### src/rtl/hazard_scoreboard.sv
// Per-register busy scoreboard for long-latency writes; drives the global decode stall.
// Optional HAZARD_SCOREBOARD_STATS_EN adds saturating stall and full-stall cycle counters.
module hazard_scoreboard #(
  parameter int REG_INDEX_WIDTH = 5,
  parameter int MAX_PENDING     = 4,
  parameter int WB_BYPASS       = 1,
  parameter int CHECK_WAW       = 1,
  localparam int NUM_REGS       = 2 ** REG_INDEX_WIDTH,
  localparam int CNT_W          = $clog2(MAX_PENDING + 1)
) (
  input  logic                       clk,
  input  logic                       rst,
  input  logic [REG_INDEX_WIDTH-1:0] rs1_index_decode,
  input  logic [REG_INDEX_WIDTH-1:0] rs2_index_decode,
  input  logic [REG_INDEX_WIDTH-1:0] rd_index_decode,
  input  logic                       rd_write_decode,
  input  logic                       issue_valid_execute,
  input  logic                       issue_long_latency_execute,
  input  logic [REG_INDEX_WIDTH-1:0] rd_index_execute,
  input  logic                       flush_execute,
  input  logic                       writeback_valid,
  input  logic [REG_INDEX_WIDTH-1:0] rd_index_writeback,
  output logic                       stall_pipeline,
  output logic [NUM_REGS-1:0]        busy_vector,
  output logic [CNT_W-1:0]           pending_count,
  output logic                       scoreboard_full
`ifdef HAZARD_SCOREBOARD_STATS_EN
  ,
  output logic [31:0]                stall_cycle_count,
  output logic [31:0]                full_stall_count
`endif
);

  logic [NUM_REGS-1:0] busy_q, busy_d;
  logic [CNT_W-1:0]    pending_q, pending_d;
  logic [NUM_REGS-1:0] busy_eff;
  logic                set_en, clr_en;
  logic                inc, dec;
  logic                cause_raw, cause_ex, cause_waw, cause_full;

  always_comb begin
    set_en = issue_valid_execute && issue_long_latency_execute && !flush_execute
             && (rd_index_execute != '0);
    clr_en = writeback_valid && (rd_index_writeback != '0) && busy_q[rd_index_writeback];
  end

  always_comb begin
    busy_d = busy_q;
    if (clr_en) busy_d[rd_index_writeback] = 1'b0;
    if (set_en) busy_d[rd_index_execute] = 1'b1;
    busy_d[0] = 1'b0;
  end

  // A set and clear on the same register cancel out in the count (set wins the bit).
  always_comb begin
    inc       = set_en && !busy_q[rd_index_execute];
    dec       = clr_en && !(set_en && (rd_index_execute == rd_index_writeback));
    pending_d = pending_q;
    if (inc && !dec) pending_d = pending_q + CNT_W'(1);
    else if (dec && !inc) pending_d = pending_q - CNT_W'(1);
  end

  always_ff @(posedge clk or posedge rst) begin
    if (rst) begin
      busy_q    <= '0;
      pending_q <= '0;
    end else begin
      busy_q    <= busy_d;
      pending_q <= pending_d;
    end
  end

  // A same-cycle writeback is forwarded, so its register no longer hazards.
  always_comb begin
    busy_eff = busy_q;
    if ((WB_BYPASS != 0) && clr_en) busy_eff[rd_index_writeback] = 1'b0;
  end

  always_comb begin
    cause_raw  = busy_eff[rs1_index_decode] || busy_eff[rs2_index_decode];
    cause_ex   = set_en && ((rd_index_execute == rs1_index_decode) ||
                            (rd_index_execute == rs2_index_decode));
    cause_waw  = (CHECK_WAW != 0) && rd_write_decode && (rd_index_decode != '0) &&
                 (busy_eff[rd_index_decode] ||
                  (set_en && (rd_index_execute == rd_index_decode)));
    cause_full = scoreboard_full && !clr_en;
    stall_pipeline = !rst && (cause_raw || cause_ex || cause_waw || cause_full);
  end

  assign busy_vector     = busy_q;
  assign pending_count   = pending_q;
  assign scoreboard_full = (pending_q == CNT_W'(MAX_PENDING));

`ifdef HAZARD_SCOREBOARD_STATS_EN
  logic [31:0] stall_cnt_q, stall_cnt_d;
  logic [31:0] full_cnt_q, full_cnt_d;
  logic        full_only;

  always_comb begin
    full_only   = cause_full && !cause_raw && !cause_ex && !cause_waw;
    stall_cnt_d = stall_cnt_q;
    full_cnt_d  = full_cnt_q;
    if (stall_pipeline && (stall_cnt_q != 32'hFFFF_FFFF)) stall_cnt_d = stall_cnt_q + 32'd1;
    if (full_only && (full_cnt_q != 32'hFFFF_FFFF)) full_cnt_d = full_cnt_q + 32'd1;
  end

  always_ff @(posedge clk or posedge rst) begin
    if (rst) begin
      stall_cnt_q <= '0;
      full_cnt_q  <= '0;
    end else begin
      stall_cnt_q <= stall_cnt_d;
      full_cnt_q  <= full_cnt_d;
    end
  end

  assign stall_cycle_count = stall_cnt_q;
  assign full_stall_count  = full_cnt_q;
`endif

endmodule

### config.mk
export PLATFORM = sky130hd
export DESIGN_NAME = hazard_scoreboard
export DESIGN_NICKNAME = d
export VERILOG_FILES = /design/src/rtl/hazard_scoreboard.sv
export SDC_FILE = /design/constraint.sdc
export NUM_CORES = 1
export LEC_CHECK = 0
export CAP_MARGIN = 10
export CORE_UTILIZATION = 58
export CTS_BUF_LIST = sky130_fd_sc_hd__clkbuf_8
export CTS_CLUSTER_SIZE = 28
export DETAILED_ROUTE_END_ITERATION = 7
export PLACE_DENSITY = 0.88
export REMOVE_ABC_BUFFERS = 1
export SKIP_LAST_GASP = 1
export SLEW_MARGIN = 10
export SYNTH_ARGS = -nofsm -noshare
export SYNTH_HDL_FRONTEND = slang
export SYNTH_SLANG_ARGS = --single-unit
### constraint.sdc
create_clock -name clk -period 10.05 [get_ports clk]
set_input_delay 1.005 -clock clk [delete_from_list [all_inputs] [get_ports clk]]
set_output_delay 1.005 -clock clk [all_outputs]
set_load 0.05 [all_outputs]
# --- Word level (Yosys, flattened, before mapping) ---
# Cells that the tools add are included.
classes:
  n_addsub: 2
  multipliers: 0
  div_mod_pow: 0
  order_cmp: 7
  n_eq_ne: 5
  shifts: 0
  mux: 18
  bitwise: 3
  reduce_logical: 35
ops:
  columns: ["op", "count"]
  rows:
  - ["$mux 32", 2]
  - ["$and 32x32->32", 1]
  - ["$not 32->32", 1]
  - ["$or 32x32->32", 1]
  - ["$lt 5x6->1 const B", 5]
  - ["$bmux 1 s5", 5]
  - ["$eq 5x5->1", 4]
  - ["$logic_and 1x1->1", 18]
  - ["$reduce_bool 5->1", 3]
  - ["$demux 1 s5", 2]
  - ["$ge 5x1->1 const B", 2]
  - ["$logic_not 1->1", 7]
  - ["$mux 1", 7]
  - ["$logic_or 1x1->1", 6]
  - ["$mux 3", 2]
  - ["$add 3x1->3 const B", 1]
  - ["$eq 3x3->1 const B", 1]
  - ["$sub 3x1->3 const B", 1]
  - ["$reduce_bool 2->1", 1]
word_totals:
  regBits: 34
  latch_bits: 0
  ramBits: 0
  romBits: 0
  inputBits: 32
  output_inout_bits: 37
  elab_cells: 72
  mem_count: 0

# --- Longest topological paths before layout ---
depth:
  depth_word: 14
  mapped_depth: 15
  mapped_depth_nobuf: 12

# --- Worst setup path after synthesis ---
# OpenSTA, ideal clock, no wires.
synth_timing:
  path_type: "input to output"
  startpoint: "input port rd_index_writeback[1]"
  endpoint: "output port stall_pipeline"
  arrival_ns: 3.951
  t_required_ns: 9.045
  slack_ns: 5.094
  path_stages: 11
  path_buffers: 2
  path_cell_list: "buf_4 -> mux2i_1 -> o22ai_2 -> o32a_1 -> nor4_2 -> buf_2 -> o31ai_1 -> mux4_2 -> and3_1 -> o31ai_1 -> o41a_1"
synth_between:
  elab_chain_len: 14
  word_cells_on_any_way: 28
  classes_between: "order compare: 2; mux: 11; bitwise: 2; reduce/logical: 13"
synth_lines:
  columns: ["item", "line_no", "text"]
  rows:
  - ["start: declaration", "22", "input logic [REG_INDEX_WIDTH-1:0] rd_index_writeback,"]
  - ["$lt 5x6->1 (implied by the code) or $ge 5x1->1 (tied branches)", "76", "if ((WB_BYPASS != 0) && clr_en) busy_eff[rd_index_writeback] = 1'b0;"]
  - ["$logic_and 1x1->1 (implied by the code)", "76", null]
  - ["$mux 1 (implied by the code)", "76", null]
  - ["$demux 1 s5", "76", null]
  - ["$not 32->32 (no line)", null, null]
  - ["$and 32x32->32 (no line)", null, null]
  - ["$mux 32", "76", null]
  - ["$bmux 1 s5 (on tied branches)", "80, 84", null]
  - ["$mux 1 (on tied branches)", "80, 84", null]
  - ["$logic_or 1x1->1 (on tied branches)", "80, 84", null]
  - ["$logic_or 1x1->1 or $logic_and 1x1->1 (tied branches)", "87, 83", null]
  - ["$logic_or 1x1->1", "87", "stall_pipeline = !rst && (cause_raw || cause_ex || cause_waw || cause_full);"]
  - ["$logic_or 1x1->1 *", "87", null]
  - ["$logic_and 1x1->1 *", "87", null]
  - ["end: declaration", "23", "output logic stall_pipeline,"]
# Mark *: on every way between the ends. The rest lies on a longest branch, timed or not. The select of a mux whose other input is x is not followed.

# --- Worst setup path after layout ---
# Ends and elaborated chain as after synthesis.

==> flow_metrics.py <==
metrics = {
    "cts": {
        "clock_path_buffers": 2,
        "numCtsBuffers": 5,
        "cts_tree": "done",
        "cts.hold.buffers_added": 0,
        "cts_sinks": 34,
        "clkTransAtPathRegs_ns": 0.07,
        "htree_levels": 2,
        "cts_setup_buffers": 0,
        "insertion_delay_ns": 0.29,
        "cts_resized": 0,
        "root_buffer": "clkbuf_8",
    },
    "global_route": {
        "grt_first_pass_wirelength_um": 21400,
        "grt_pass1_vias": 3683,
        "antenna_found_initial": 0,
        "track_usage": 0.466,
        "grt_max_degree": 36,
        "grt_overflow": 0,
    },
    "sta": {
        "finClkSkew_ns": 0.00910,
        "finalCriticalPeriod_ns": 7.12,
        "holdWs_ns": 0.521,
        "fmax_mhz": 140,
        "rsz0062_at_grt": "no",
        "finalHoldViolations": 0,
        "fin_crit_sh": 0.709,
        "setup_viol": 0,
        "slew_headroom": 0.287,
        "setup_tns_ns": 0,
        "tightestPinTransition_ns": 1.06,
        "timing.final.max_slew_violations": 0,
    },
    "synth": {
        "synth-edff-count": 0,
        "ys.flop_type": "dfrtp_1",
        "ys_seq_elements": 34,
        "synth-async-reset-ratio": 1.00,
        "syn-cell-area_um2": 3440,
        "synth-seq-area-share": 0.247,
        "syn_inst": 404,
        "ys_types": 71,
        "synth_area_per_cell_um2": 8.52,
        "ys.warnings.count": 0,
    },
    "power_and_ir_drop": {
        "intPower_mw": 0.355,
        "switchingPower_mw": 0.293,
        "combPwrFrac": 0.501,
        "power_density_nw_per_um2": 153,
        "p_leak_nw": 1.58,
        "clockPowerShare": 0.201,
        "peakVddDrop_mv": 0.127,
        "seqPwrFrac": 0.298,
        "p_sw_frac": 0.452,
    },
    "cells_and_area": {
        "drive_above_1_share": 0.103,
        "stdcell_count": 527,
        "nets": 489,
        "area_delta_synth_final_pct": 22.9,
        "antennaDiodeCount": 0,
    },
    "detailed_routing": {
        "first_pass_iters": 6,
        "drt_iter0_markers": 795,
        "drtAntennaViolNets": 0,
        "drc_errors": 0,
        "vias": 3936,
        "wirelength_um": 13900,
        "wire_per_inst_um": 26.3,
        "vias_per_cell": 7.47,
    },
    "die": {
        "die_x_um": 79.0,
        "core_um2": 5610,
        "ios": 69,
        "start_util": 0.614,
        "die_h_um": 79.0,
        "die_area_um2": 6250,
        "rows": 27,
    },
    "critical_path": {
        "critPathSlowestCell": "clkdlybuf4s50_1",
        "cp_cell_sequence": "clkdlybuf4s50_1 > mux2i_1 > o22ai_2 > o32a_1 > nor4_2 > buf_4 > o31ai_1 > mux4_2 > and3_1 > o31ai_1 > o41a_1 > clkdlybuf4s50_1",
        "critical_path.startpoint": "rd_index_writeback[1]",
        "critPathMaxFanout": 21,
        "cpLargestDelayFamily": "buffers and inverters",
        "critPathCaptureType": "output port",
        "worst-path-buf-inv": 3,
        "r2r-start": "busy_vector[5]",
        "cpPeakStageDelay_ns": 1.18,
        "worstPathRequired_ns": 9.05,
        "cp-start-kind": "input port",
        "criticalPathCategory": "in2out",
        "cp.arrival_ns": 6.12,
    },
    "hold_path": {
        "hold_class": "reg2reg",
        "hold_start": "pending_count[2]",
    },
    "placement": {
        "io_buffers": 67,
        "place.gp.congestion": 1.13,
        "dp_cells": 520,
        "dpl.hpwl_um": 10100,
    },
    "job": {
        "drv_cap": 0,
    },
    "run_status": {
        "status": "finished, final reports clean",
    },
}
## sequential cells by signal (all words and copies together) (netlist names)
signal and count:
pending_count 3, busy_vector 31
## Yosys cell counts, types with 5 or more instances
| library cell | count | area, um^2 |
|---|---|---|
| o22ai_1 | 6 | 37.5 |
| nor2_1 | 25 | 93.8 |
| a31oi_1 | 5 | 31.3 |
| nor3_1 | 9 | 45.0 |
| xor2_1 | 13 | 114 |
| dfrtp_1 | 34 | 851 |
| nor2b_1 | 5 | 31.3 |
| mux2_2 | 10 | 113 |
| a21oi_1 | 5 | 25.0 |
| nand2b_1 | 5 | 31.3 |
| nand2_1 | 19 | 71.3 |
| and3_1 | 5 | 31.3 |
| xnor2_1 | 10 | 87.6 |
| nand3_1 | 18 | 90.1 |
| mux4_2 | 11 | 248 |
| o21ai_0 | 61 | 305 |
| clkbuf_1 | 20 | 75.1 |
| nor4_1 | 7 | 43.8 |
| mux2i_1 | 24 | 240 |
| o31ai_1 | 10 | 75.1 |
| inv_1 | 11 | 41.3 |
## worst paths after layout
check | end | slack, ns | cells after the start
setup / recovery | stall_pipeline | 2.93 | 12
hold / removal | pending_count[2] | 0.52 | 1
setup reg to reg | pending_count[2] | 6.58 | 12
hold reg to reg | pending_count[2] | 0.52 | 1
max in group asynchronous | busy_vector[23] | 8.57 | 3
min in group asynchronous | busy_vector[15] | 1.13 | 3
## power by group through the flow
stage	clock, mW	combinational (mW)	sequential (mW)
after floorplan	0	0.115	0.262
after global placement	0	0.310	0.192
after detailed placement	0	0.315	0.194
after CTS	0.129	0.318	0.191
after global routing	0.136	0.338	0.195
final	0.131	0.325	0.193
## layout make-up
class | count | area [um^2]
multi-input combinational | 326 | 2400
fill | 434 | 1380
sequential | 34 | 851
timing repair buffer | 74 | 723
tap | 72 | 90.1
clock buffer | 6 | 82.6
inverter | 14 | 52.6
clock inverter | 1 | 30.0
## through the flow
step                utilization  setup slack, ns  total power, mW  area (um^2)
finish                    0.754             2.93            0.648         4230
global route              0.754             2.59            0.669         4230
CTS                       0.754             3.00            0.638         4230
detailed placement        0.734             3.01            0.510         4120
global placement          0.734             3.08            0.502         4120
floorplan                     -             4.92            0.377         3300
## cell usage in the layout, fill, tap and decap left out, types with 6 or more instances in the layout
cell type,synthesis,routed
clkdlybuf4s50_1,0,67
o21ai_0,61,61
dfrtp_1,34,34
nor2_1,25,25
mux2i_1,24,24
nand2_1,19,19
nand3_1,18,18
xor2_1,13,13
inv_1,11,11
mux4_2,11,11
xnor2_1,10,10
mux2_2,10,10
o31ai_1,10,10
nor3_1,9,9
nor4_1,7,7
buf_4,4,7
o22ai_1,6,6
clkbuf_8,0,6
## cell families (layout without fill, tap and decap cells)
family | Yosys count | count (layout) | synth area share
and+or+nand+nor | 121 | 121 | 0.192
xor gates and xnor gates | 23 | 23 | 0.0585
other | 1 | 1 | 0.00109
AOI/OAI and AO/OA | 134 | 134 | 0.262
buffers and inverters | 44 | 95 | 0.0553
DFF | 34 | 34 | 0.247
adders and majority gates | 2 | 2 | 0.00945
muxes | 45 | 45 | 0.174
## routing by layer
metal	up-vias	routed length [um]	GRT usage	part of all wire
li1	1657	-	-	-
met1	1842	5150	0.609	0.37
met2	364	6070	0.707	0.44
met3	73	1930	0.120	0.14
met4	0	718	0.233	0.052
met5	-	0	0.0273	0
No activity file was read; power rests on OpenSTA's default activity.
